File: src/rtl/csi_pkg.sv
// Shared constants and beat payload for the CSI stereo line arbiter.
package csi_pkg;

  localparam int unsigned AXIS_DW = 32;
  localparam int unsigned ST_W    = 2;

  localparam logic [ST_W-1:0] ST_IDLE = 2'd0;
  localparam logic [ST_W-1:0] ST_GNT0 = 2'd1;
  localparam logic [ST_W-1:0] ST_GNT1 = 2'd2;

  localparam logic SRC_LEFT  = 1'b0;
  localparam logic SRC_RIGHT = 1'b1;

  typedef struct packed {
    logic [AXIS_DW-1:0] tdata;
    logic               tuser;
    logic               tlast;
  } axis_beat_t;

endpackage

File: src/rtl/csi_axis_mux2.sv
// Grant-indexed 2:1 AXI4-Stream mux with tready steering; idle when no grant.
module csi_axis_mux2
  import csi_pkg::*;
(
  input  logic       gnt_vld,
  input  logic       gnt_sel,
  input  logic       s0_tvalid,
  input  axis_beat_t s0_beat,
  input  logic       s1_tvalid,
  input  axis_beat_t s1_beat,
  input  logic       m_tready,
  output logic       s0_tready,
  output logic       s1_tready,
  output logic       m_tvalid,
  output axis_beat_t m_beat,
  output logic [3:0] m_tdest
);

  always_comb begin
    s0_tready = 1'b0;
    s1_tready = 1'b0;
    m_tvalid  = 1'b0;
    m_beat    = '0;
    m_tdest   = 4'h0;
    if (gnt_vld) begin
      if (gnt_sel == SRC_RIGHT) begin
        s1_tready = m_tready;
        m_tvalid  = s1_tvalid;
        m_beat    = s1_beat;
        m_tdest   = 4'h1;
      end else begin
        s0_tready = m_tready;
        m_tvalid  = s0_tvalid;
        m_beat    = s0_beat;
      end
    end
  end

endmodule

File: src/rtl/csi_stereo_arb.sv
// Round-robin whole-line arbiter of two CSI streams onto one AXI4-Stream path,
// with per-source SOF counters and an over-length line watchdog.
module csi_stereo_arb
  import csi_pkg::*;
#(
  parameter int unsigned MAX_LINE = 4096,
  parameter int unsigned FCNT_W   = 16
) (
  input  logic                clk,
  input  logic                rst_n,
  input  logic                enb,
  input  logic                err_clr,
  input  logic                s0_tvalid,
  output logic                s0_tready,
  input  logic                s0_tuser,
  input  logic                s0_tlast,
  input  logic [AXIS_DW-1:0]  s0_tdata,
  input  logic                s1_tvalid,
  output logic                s1_tready,
  input  logic                s1_tuser,
  input  logic                s1_tlast,
  input  logic [AXIS_DW-1:0]  s1_tdata,
  output logic                m_tvalid,
  input  logic                m_tready,
  output logic                m_tuser,
  output logic                m_tlast,
  output logic [AXIS_DW-1:0]  m_tdata,
  output logic [3:0]          m_tdest,
  output logic [3:0]          m_tkeep,
  output logic [FCNT_W-1:0]   frm_cnt0,
  output logic [FCNT_W-1:0]   frm_cnt1,
  output logic                err_long,
  output logic                busy
);

  localparam int unsigned BEAT_W = 16;
  localparam logic [BEAT_W-1:0] BEAT_LAST = BEAT_W'(MAX_LINE - 1);

  logic [ST_W-1:0]   state_q, state_d;
  logic              last_src_q, last_src_d;
  logic [BEAT_W-1:0] beat_cnt_q, beat_cnt_d;
  logic [FCNT_W-1:0] frm_cnt0_q, frm_cnt0_d;
  logic [FCNT_W-1:0] frm_cnt1_q, frm_cnt1_d;
  logic              err_long_q, err_long_d;

  logic       gnt_vld;
  logic       gnt_sel;
  logic       force_last;
  logic       xfer;
  axis_beat_t s0_beat;
  axis_beat_t s1_beat;
  axis_beat_t mux_beat;

  assign gnt_vld    = (state_q == ST_GNT0) || (state_q == ST_GNT1);
  assign gnt_sel    = (state_q == ST_GNT1);
  assign force_last = gnt_vld && (beat_cnt_q == BEAT_LAST);
  assign s0_beat    = '{tdata: s0_tdata, tuser: s0_tuser, tlast: s0_tlast};
  assign s1_beat    = '{tdata: s1_tdata, tuser: s1_tuser, tlast: s1_tlast};

  csi_axis_mux2 u_mux (
    .gnt_vld   (gnt_vld),
    .gnt_sel   (gnt_sel),
    .s0_tvalid (s0_tvalid),
    .s0_beat   (s0_beat),
    .s1_tvalid (s1_tvalid),
    .s1_beat   (s1_beat),
    .m_tready  (m_tready),
    .s0_tready (s0_tready),
    .s1_tready (s1_tready),
    .m_tvalid  (m_tvalid),
    .m_beat    (mux_beat),
    .m_tdest   (m_tdest)
  );

  assign xfer = m_tvalid && m_tready;

  // Next-state: grant in IDLE, count beats and close lines while granted.
  always_comb begin
    state_d    = state_q;
    last_src_d = last_src_q;
    beat_cnt_d = beat_cnt_q;
    frm_cnt0_d = frm_cnt0_q;
    frm_cnt1_d = frm_cnt1_q;
    err_long_d = err_long_q;

    if (err_clr) err_long_d = 1'b0;

    unique case (state_q)
      ST_IDLE: begin
        if (enb) begin
          if (s0_tvalid && s1_tvalid)
            state_d = (last_src_q == SRC_RIGHT) ? ST_GNT0 : ST_GNT1;
          else if (s0_tvalid)
            state_d = ST_GNT0;
          else if (s1_tvalid)
            state_d = ST_GNT1;
        end
      end
      ST_GNT0, ST_GNT1: begin
        if (xfer) begin
          if (mux_beat.tlast || force_last) begin
            state_d    = ST_IDLE;
            last_src_d = gnt_sel;
            beat_cnt_d = '0;
            if (!mux_beat.tlast) err_long_d = 1'b1;
          end else begin
            beat_cnt_d = beat_cnt_q + BEAT_W'(1);
          end
          if (mux_beat.tuser && (gnt_sel == SRC_LEFT))  frm_cnt0_d = frm_cnt0_q + FCNT_W'(1);
          if (mux_beat.tuser && (gnt_sel == SRC_RIGHT)) frm_cnt1_d = frm_cnt1_q + FCNT_W'(1);
        end
      end
      default: state_d = ST_IDLE;
    endcase
  end

  always_ff @(posedge clk or negedge rst_n) begin
    if (!rst_n) begin
      state_q    <= ST_IDLE;
      last_src_q <= SRC_RIGHT;
      beat_cnt_q <= '0;
      frm_cnt0_q <= '0;
      frm_cnt1_q <= '0;
      err_long_q <= 1'b0;
    end else begin
      state_q    <= state_d;
      last_src_q <= last_src_d;
      beat_cnt_q <= beat_cnt_d;
      frm_cnt0_q <= frm_cnt0_d;
      frm_cnt1_q <= frm_cnt1_d;
      err_long_q <= err_long_d;
    end
  end

  assign m_tdata  = mux_beat.tdata;
  assign m_tuser  = mux_beat.tuser;
  assign m_tlast  = mux_beat.tlast || force_last;
  assign m_tkeep  = 4'hF;
  assign frm_cnt0 = frm_cnt0_q;
  assign frm_cnt1 = frm_cnt1_q;
  assign err_long = err_long_q;
  assign busy     = (state_q != ST_IDLE);

endmodule

File: config.mk
export PLATFORM = sky130hd
export DESIGN_NAME = csi_stereo_arb
export DESIGN_NICKNAME = d
export VERILOG_FILES = /design/src/rtl/csi_pkg.sv /design/src/rtl/csi_axis_mux2.sv /design/src/rtl/csi_stereo_arb.sv
export SDC_FILE = /design/constraint.sdc
export NUM_CORES = 1
export LEC_CHECK = 0
export BUFFER_PORTS_ARGS = -buffer_cell sky130_fd_sc_hd__buf_2
export CAP_MARGIN = 20
export CORE_ASPECT_RATIO = 1.4
export CORE_UTILIZATION = 45
export DETAILED_ROUTE_END_ITERATION = 8
export GPL_TIMING_DRIVEN = 1
export PLACE_DENSITY = 0.78
export SYNTH_ARGS = -nofsm -noshare
export SYNTH_HDL_FRONTEND = slang
export SYNTH_SLANG_ARGS = --single-unit
File: constraint.sdc
create_clock -name clk -period 3.5 [get_ports clk]
set_input_delay 0.175 -clock clk [delete_from_list [all_inputs] [get_ports clk]]
set_output_delay 0.175 -clock clk [all_outputs]
set_load 0.02 [all_outputs]
# Word level (Yosys, flattened, before mapping)
# Cells that the tools add are included.
op_classes:
  add_sub_neg: 3
  n_mul: 0
  n_div: 0
  magnitude_cmp: 0
  eq_ne: 7
  n_shift: 0
  muxes: 24
  n_bitwise: 1
  reduce_logical: 15
ops:
  columns: ["cell", "n"]
  rows:
  - ["34-bit 2-to-1 mux", 2]
  - ["16-bit by 1-bit adder with 16-bit output, second input constant", 3]
  - ["16-bit by 12-bit equality test with 1-bit output, second input constant", 1]
  - ["16-bit 2-to-1 mux", 1]
  - ["2-bit 2-to-1 mux", 7]
  - ["1-bit 2-to-1 mux", 12]
  - ["3-bit AND reduction", 3]
  - ["2-bit != test, second input constant", 3]
  - ["1-bit logical AND", 5]
  - ["4-bit 2-to-1 mux", 1]
  - ["4-bit != test, second input constant", 1]
  - ["2-bit case mux with 2 select lines", 1]
  - ["4-bit AND reduction", 1]
  - ["2-bit by 1-bit equality test with 1-bit output, second input constant", 1]
  - ["2-bit equality test, second input constant", 1]
  - ["2-bit zero test", 1]
  - ["1-bit logical OR", 2]
  - ["2-bit AND reduction", 1]
  - ["2-bit nonzero test", 1]
  - ["2-bit OR reduction", 1]
  - ["1-bit NOT", 1]
word_totals:
  register_bits: 52
  latch_bits: 0
  ramBits: 0
  mem_bits_ro: 0
  out_inout_bits: 79
  wordCells: 56
  n_memories: 0

# Logic depth before layout (Yosys ltp)
# Gate-level depths: netlist of run 1.
logic_depth:
  ltp_word: 7
  mapped_depth: 9
  ltp_nobuf: 7

# Cells and area by module
# From an unflattened synthesis of run 1, not the netlist that was laid out.
hier_totals:
  hier_cells: 320
  hier_area_um2: 3181.8
by_module_without_submodules:
  columns: ["mod", "instances", "cells_per_inst", "area_each_um2", "seq_area_each_um2"]
  rows:
  - ["csi_stereo_arb", 1, 234, 2504.9, 1302.5]
  - ["csi_axis_mux2", 1, 86, 676.9, 0.0]

# Least setup slack after synthesis of run 1
# Ideal clock, no wire load.
synth_path:
  path_type: "register to register"
  start: "register state_q[1]"
  end: "register last_src_q"
  setup_time_ns: 0.082
  arrival_time_ns: 2.264
  required_time_ns: 3.418
  slack_ns: 1.154
  stages_incl_launch_ff: 8
  n_path_buf: 0
  path_cell_list: "dfrtp_1 > inv_1 > ha_1 > or3b_1 > or4b_4 > o21a_4 > nor2_8 > mux2_4"
synth_via:
  elab_chain_cells: 5
  elab_cells_between_ends: 12
  cone_classes: "2 x eq/ne; 4 x mux; 6 x reduce/logical"
synth_lines:
  columns: ["item", "line", "source"]
  rows:
  - ["start: declaration", "csi_stereo_arb.sv:39", "logic [ST_W-1:0] state_q, state_d;"]
  - ["start signal: assignment", "csi_stereo_arb.sv:126", "state_q <= state_d;"]
  - ["2-bit equality test / 2-bit by 1-bit equality test with 1-bit output (equally long branches)", "csi_stereo_arb.sv:54, csi_stereo_arb.sv:55, csi_stereo_arb.sv:88", null]
  - ["34-bit 2-to-1 mux (tied with other cells)", "csi_axis_mux2.sv:26", "if (gnt_sel == SRC_RIGHT) begin"]
  - ["34-bit 2-to-1 mux (tied with other cells)", "csi_axis_mux2.sv:25", "if (gnt_vld) begin"]
  - ["1-bit logical OR / 1-bit logical AND (equally long branches)", "csi_stereo_arb.sv:101, csi_stereo_arb.sv:75", null]
  - ["3-bit AND reduction (no line)", null, null]
  - ["end signal: assignment", "csi_stereo_arb.sv:127", "last_src_q <= last_src_d;"]
  - ["end: declaration", "csi_stereo_arb.sv:40", "logic last_src_q, last_src_d;"]
# Several ways; a longest one is shown, not always the timed one.
# A chain may end at the register's enable or synchronous reset.

# Final worst setup path of run 1
layout_path:
  start: "register state_q[1]"
  end: "output m_tlast"
layout_via:
  elab_chain_cells: 4
  elab_cells_between_ends: 7
  cone_classes: "2 x eq/ne; 2 x mux; 3 x reduce/logical"
layout_lines:
  columns: ["item", "line", "source"]
  rows:
  - ["2-bit equality test / 2-bit by 1-bit equality test with 1-bit output (equally long branches)", "csi_stereo_arb.sv:54, csi_stereo_arb.sv:55", null]
  - ["34-bit 2-to-1 mux / 1-bit logical OR (equally long branches)", "csi_axis_mux2.sv:26, csi_stereo_arb.sv:54", null]
  - ["34-bit 2-to-1 mux / 1-bit logical AND (equally long branches)", "csi_axis_mux2.sv:25, csi_stereo_arb.sv:56", null]
  - ["1-bit logical OR *", "csi_stereo_arb.sv:137", "assign m_tlast = mux_beat.tlast || force_last;"]
  - ["end: declaration", "csi_stereo_arb.sv:26", "output logic m_tlast,"]
# Every way passes the cells marked *; elsewhere a longest branch is shown, timed or not.

==> results of run 1 <==
sequential cells by signal, indices dropped and copies added (netlist names):
register and cells:
frm_cnt0 16, state_q 2, last_src_q 1, frm_cnt1 16, err_long 1, beat_cnt_q 16
power by group:
group	internal, W	switching, W
clock	0.000234	0.000193
combinational	0.000520	0.000782
sequential	0.000665	0.0000727
worst max-delay path, delay by kind of cell, from the launching register on:
kind,cells,cell delay (ns)
AO/OA/AOI/OAI,1,0.25
flip-flops,1,0.39
adder cells (fa/ha/maj),1,0.29
AND/OR/NAND/NOR,2,0.90
buffers and inverters,3,0.31
path summary, 6_finish.rpt:
kind / to / slack [ns] / cells after the start
setup / recovery: m_tlast / 0.88 / 7
hold / removal: state_q[0] / 0.17 / 3
setup reg to reg: state_q[1] / 1.03 / 8
hold reg to reg: frm_cnt0[15] / 0.47 / 1
max in group asynchronous: last_src_q / 2.34 / 3
min in group asynchronous: frm_cnt1[7] / 0.34 / 2
cell type report:
class                   count  area share
inverters                   9     0.00825
clock inverters             2     0.00947
flip-flops and latches     52       0.318
clock buffers               6      0.0202
well taps                  92      0.0281
repair buffers            150       0.186
multi-input cells         255       0.430
routing by layer:
metal  vias to the layer above  track usage  part of all wire
met1                      1338        0.288              0.42
met3                         8       0.0448             0.086
met2                       149        0.394              0.48
met4                         0       0.0724             0.015
met5                         -            0                 0
li1                       1393            -                 -
cells in the final DEF (no fill, tap or decap), types with 6 or more instances in the layout:
cell type | netlist | layout
xor2_1 | 14 | 14
xnor2_1 | 25 | 25
o21ai_0 | 6 | 6
nor3_1 | 7 | 7
nor2b_1 | 38 | 38
clkbuf_8 | 0 | 6
nand3_1 | 18 | 18
buf_2 | 1 | 146
conb_1 | 2 | 7
nand4_1 | 9 | 9
nor2_1 | 20 | 20
nand2_1 | 31 | 31
inv_1 | 8 | 8
dfrtp_1 | 51 | 51
mux2i_1 | 36 | 36
stage by stage:
step | area [um2] | std cells
floorplan | 3200 | 335
global placement | 3960 | 557
detailed placement | 3960 | 557
CTS | 4100 | 566
global route | 4100 | 566
finish | 4100 | 566
kinds of logic (layout without fill, tap and decap cells):
kind of cell | Yosys count | in the layout | share of synthesized area
AND/OR/NAND/NOR | 149 | 149 | 0.255
flip-flops | 52 | 52 | 0.410
XOR/XNOR | 39 | 39 | 0.108
multiplexers | 39 | 39 | 0.125
buffers and inverters | 28 | 167 | 0.0429
AO/OA/AOI/OAI | 16 | 16 | 0.0374
adder cells (fa/ha/maj) | 5 | 5 | 0.0197
other | 2 | 7 | 0.00236
==> impl_metrics.tcl, run 1 <==
set metrics [dict create \
    final_core_util 0.611 \
    nets 553 \
    p_total_w 0.00247 \
    die_h_um 101 \
    ys_seq_elements 52 \
    max_stage_delay_ns 0.55 \
    avgSynthCellArea_um2 9.63 \
    worstSetupEndpointType "primary output" \
    yosysUniqueCellTypes 42 \
    setup_viol 0 \
    worstSetupPathType "flop to primary output" \
    synth.area.top_cells "dfrtp_1 (40%), mux2i_1 (11%), nor2b_1 (7.5%)" \
    ys.flop_type "dfrtp_1" \
    critPathLaunch "state_q[1]" \
    cts.clk_slew.worst_paths_ns 0.09 \
    peakVddDrop_mv 0.321 \
    vias 2888 \
    track_usage 0.229 \
    worstPathCellList "inv_1, ha_1, or3b_1, or4b_4, o21a_4, inv_2, buf_2" \
    critPathLaunchType "flop" \
    required_ns 3.32 \
    multiInputGateArea_mm2 0.00176 \
    num_io_pins 154 \
    final.min_clock_period_ns 2.62 \
    synth.most_common_cell "dfrtp_1" \
    slowest_stage "or4b_4" \
    numCtsBuffers 5 \
    r2r-start "state_q[1]" \
    max_cap_violations 0 \
    cp_max_fo 5 \
    overflow 0 \
    routed_wl_mm 8.12 \
    drc 0 \
    synthArstFlopShare 1.00 \
    synth_edf_count 0 \
    cts_max_path_buffers 2 \
    whs_ns 0.172 \
    yosys.area.top_type "dfrtp_1" \
    drive_gt1_frac 0.357 \
    core-area_mm2 0.00670 \
    start_util 0.474 \
    htreeDepth 2 \
    syn_area_mm2 0.00318 \
    synth_warnings 0 \
    drv_slew 0 \
    p_per_area_mw_per_mm2 602 \
    ctsRootBufferMaster "clkbuf_8" \
    grt_max_degree 41 \
    first_iter_violations 71 \
    clkLatencyLatePin_ns 0.30 \
    place_congestion 0.865 \
    yosysTopAreaCellShare 0.402 \
    grt_setup_unrepaired "false" \
    synthTopCellsByCount "dfrtp_1 (51), nor2b_1 (38), mux2i_1 (36)" \
    grt_pass1_vias 2811 \
    finClkSkew_ns 0.00444 \
    ant_nets 0 \
    place_ws_ns 1.02 \
    fillers 590 \
    die_w_um 73.0 \
    hold_viol_final 0 \
    postCtsResizedCells 0 \
    via_per_inst 5.10 \
    hp-class "primary input to flop" \
    fin_crit_sh 0.748 \
    die_area_mm2 0.00740 \
    rows 35 \
    hpwl_mm 6.59 \
    synth_cells 330 \
    antenna_cells 0 \
    ys_seq_area_frac 0.410 \
    finalWorstSetupSlack_ns 0.881 \
    cts_tree "done" \
    io_buffers 146 \
    status "complete, no violations" \
    tightest_slew_ns 0.547 \
    cts_sinks 52 \
    antenna_found_initial 0 \
    areaGrowthSynthToFinish_pct 28.9 \
    post_cts_buffers 0 \
    hold_buffers 1 \
    wire_per_inst_um 14.3 \
    finalSetupTns_ns 0 \
    seqCellArea_mm2 0.00130 \
    total_leakage_power_nw 2.14 \
    hp-start "s0_tvalid" \
    first_pass_iters 4 \
    cp_data_arrival_time_ns 2.44 \
    grt_pass1_wl_mm 13.0 \
    slew-limit-headroom 0.633 \
    fmax_mhz 382 \
]
Power figures use the tool's default switching activity.
==> run 2: changes to the inputs <==
--- a/config.mk
+++ b/config.mk
@@ -5,13 +5,14 @@
 export SDC_FILE = /design/constraint.sdc
 export NUM_CORES = 1
 export LEC_CHECK = 0
+export ABC_AREA = 1
 export BUFFER_PORTS_ARGS = -buffer_cell sky130_fd_sc_hd__buf_2
 export CAP_MARGIN = 20
 export CORE_ASPECT_RATIO = 1.4
 export CORE_UTILIZATION = 45
 export DETAILED_ROUTE_END_ITERATION = 8
 export GPL_TIMING_DRIVEN = 1
-export PLACE_DENSITY = 0.78
+export PLACE_DENSITY = 0.76
 export SYNTH_ARGS = -nofsm -noshare
 export SYNTH_HDL_FRONTEND = slang
 export SYNTH_SLANG_ARGS = --single-unit
==> constraint.sdc (replaced) <==
create_clock -name clk -period 2.6 [get_ports clk]
set_input_delay 0.13 -clock clk [delete_from_list [all_inputs] [get_ports clk]]
set_output_delay 0.13 -clock clk [all_outputs]
set_load 0.02 [all_outputs]
==> run 2 against run 1 <==
Via count up 38%. Clock skew increased by 0.013 ns. Sequential share of layout area is 3.4 points lower. Highest routed layer unchanged.
==> impl_metrics.tcl, run 2 <==
set metrics [dict create \
    status "complete, no violations" \
    setup_viol 0 \
    htreeDepth 2 \
    r2r-end "frm_cnt0[2]" \
    die_h_um 110 \
    worstSetupEndpointType "primary output" \
    critPathLaunchType "flop" \
    die_area_mm2 0.00865 \
    synth.most_common_cell "nand2_1" \
    peakVddDrop_mv 0.542 \
    routed_wl_mm 9.86 \
    avgSynthCellArea_um2 6.74 \
    post_cts_buffers 0 \
    ys_seq_elements 52 \
    finalSetupTns_ns 0 \
    start_util 0.472 \
    ctsRootBufferMaster "clkbuf_8" \
    hp-class "primary input to flop" \
    reg2reg_slack_ns 0.46 \
    synth_warnings 0 \
    r2r_cells 7 \
    place_congestion 0.860 \
    core-area_mm2 0.00789 \
    hpwl_mm 7.79 \
    nets 773 \
    cp_max_fo 11 \
    grt_pass1_wl_mm 16.1 \
    top_layer "met4" \
    synth_edf_count 0 \
    fin_crit_sh 0.903 \
    synthTopCellsByCount "nand2_1 (150), nor2_1 (115), dfrtp_1 (51)" \
    worstSetupPathType "flop to primary output" \
    hold_viol_final 0 \
    synthArstFlopShare 1.00 \
    slew-limit-headroom 0.574 \
    areaGrowthSynthToFinish_pct 23.1 \
    drc 0 \
    track_usage 0.233 \
    wl_met3_um 545 \
    cts.clk_slew.worst_paths_ns 0.09 \
    first_pass_iters 5 \
    yosysUniqueCellTypes 36 \
    grt_setup_unrepaired "false" \
    ant_nets 0 \
    drive_gt1_frac 0.262 \
    final_common_cell "nand2_1" \
    synth_cells 553 \
    cts_max_path_buffers 2 \
    rows 38 \
    max_cap_violations 0 \
    crit_end "m_tlast" \
    tightest_slew_ns 0.638 \
    grt_max_degree 38 \
    p_per_area_mw_per_mm2 883 \
    cts_sinks 52 \
    syn_area_mm2 0.00372 \
    clkLatencyLatePin_ns 0.30 \
    total_leakage_power_nw 2.42 \
    ys_seq_area_frac 0.350 \
    numCtsBuffers 5 \
    drv_slew 0 \
    fmax_mhz 426 \
    num_io_pins 154 \
    antenna_cells 0 \
    required_ns 2.47 \
    yosysTopAreaCellShare 0.343 \
    mostFrequentLayoutCells "nand2_1 (150), buf_2 (146), nor2_1 (115)" \
    die_w_um 78.9 \
    critPathLaunch "state_q[0]" \
    hold_depth 4 \
    grt_pass1_vias 3639 \
    wl_met1_mm 4.00 \
    via_per_inst 5.01 \
    wire_per_inst_um 12.4 \
    p_total_w 0.00405 \
    finClkSkew_ns 0.0170 \
    yosys.area.top_type "dfrtp_1" \
    cts_tree "done" \
    final.min_clock_period_ns 2.35 \
    first_iter_violations 233 \
    overflow 0 \
    cp_data_arrival_time_ns 2.22 \
    vias 3978 \
    wl_met2_mm 5.10 \
    ys.flop_type "dfrtp_1" \
    antenna_found_initial 0 \
    synth.area.top_cells "dfrtp_1 (34%), nand2_1 (15%), nor2_1 (12%)" \
    io_buffers 146 \
    r2r-start "state_q[0]" \
]
run 2: power breakdown:
group,switching [W],internal (W)
logic,0.00165,0.000742
registers,0.000209,0.000991
clock network,0.000268,0.000192
run 2: how the worst min path moves through the flow:
stage                 start       endpoint  slack [ns]
floorplan             rst_n  beat_cnt_q[0]       -0.17
global placement      rst_n  beat_cnt_q[7]        0.16
detailed placement    rst_n  beat_cnt_q[7]        0.15
CTS                 err_clr       err_long         0.1
global route        err_clr       err_long        0.11
finish              err_clr       err_long        0.11
run 2: cell families (layout without fill, tap and decap cells):
family | after synthesis | count (layout) | synth area share
buffers and inverters | 71 | 207 | 0.0890
XOR/XNOR | 28 | 28 | 0.0658
other | 2 | 7 | 0.00202
flip-flops | 52 | 52 | 0.350
AO/OA/AOI/OAI | 55 | 55 | 0.0806
adder cells (fa/ha/maj) | 5 | 5 | 0.0168
AND/OR/NAND/NOR | 340 | 340 | 0.396
run 2: repair_timing:
item,in CTS,in global routing
resized for setup,0,0
hold buffers,1,0
endpoints found under the hold margin,23,0
run 2: cell type report:
cell class	count	area, um2
fillers	780	3310
multi-input cells	435	2110
flip-flops and latches	52	1300
repair buffers	152	778
inverters	47	183
well taps	100	125
clock buffers	6	72.6
clock inverters	2	16.3
run 2: stage by stage:
| stage | util | area [um2] | hold slack (ns) | setup slack [ns] | std cells |
|---|---|---|---|---|---|
| after global routing | 0.581 | 4590 | 0.114 | 0.0594 | 794 |
| final | 0.581 | 4590 | 0.108 | 0.253 | 794 |
| after CTS | 0.581 | 4590 | 0.0992 | 0.219 | 794 |
| after floorplan | - | 3740 | -0.166 | 0.828 | 558 |
| after detailed placement | 0.569 | 4490 | 0.155 | 0.438 | 785 |
| after global placement | 0.569 | 4490 | 0.159 | 0.551 | 785 |
run 2: metal layers:
| layer | vias to the layer above | track usage |
|---|---|---|
| met5 | - | 0 |
| met4 | 0 | 0.0948 |
| met3 | 21 | 0.0290 |
| met2 | 146 | 0.429 |
| met1 | 1794 | 0.273 |
| li1 | 2017 | - |
run 2: critical path: stages (launching register included):
cell     delay (ns)
dfrtp_1        0.37
inv_1          0.06
ha_1           0.53
inv_2          0.13
nor3_2         0.15
nand3_2        0.13
o21ai_4        0.32
buf_2          0.24
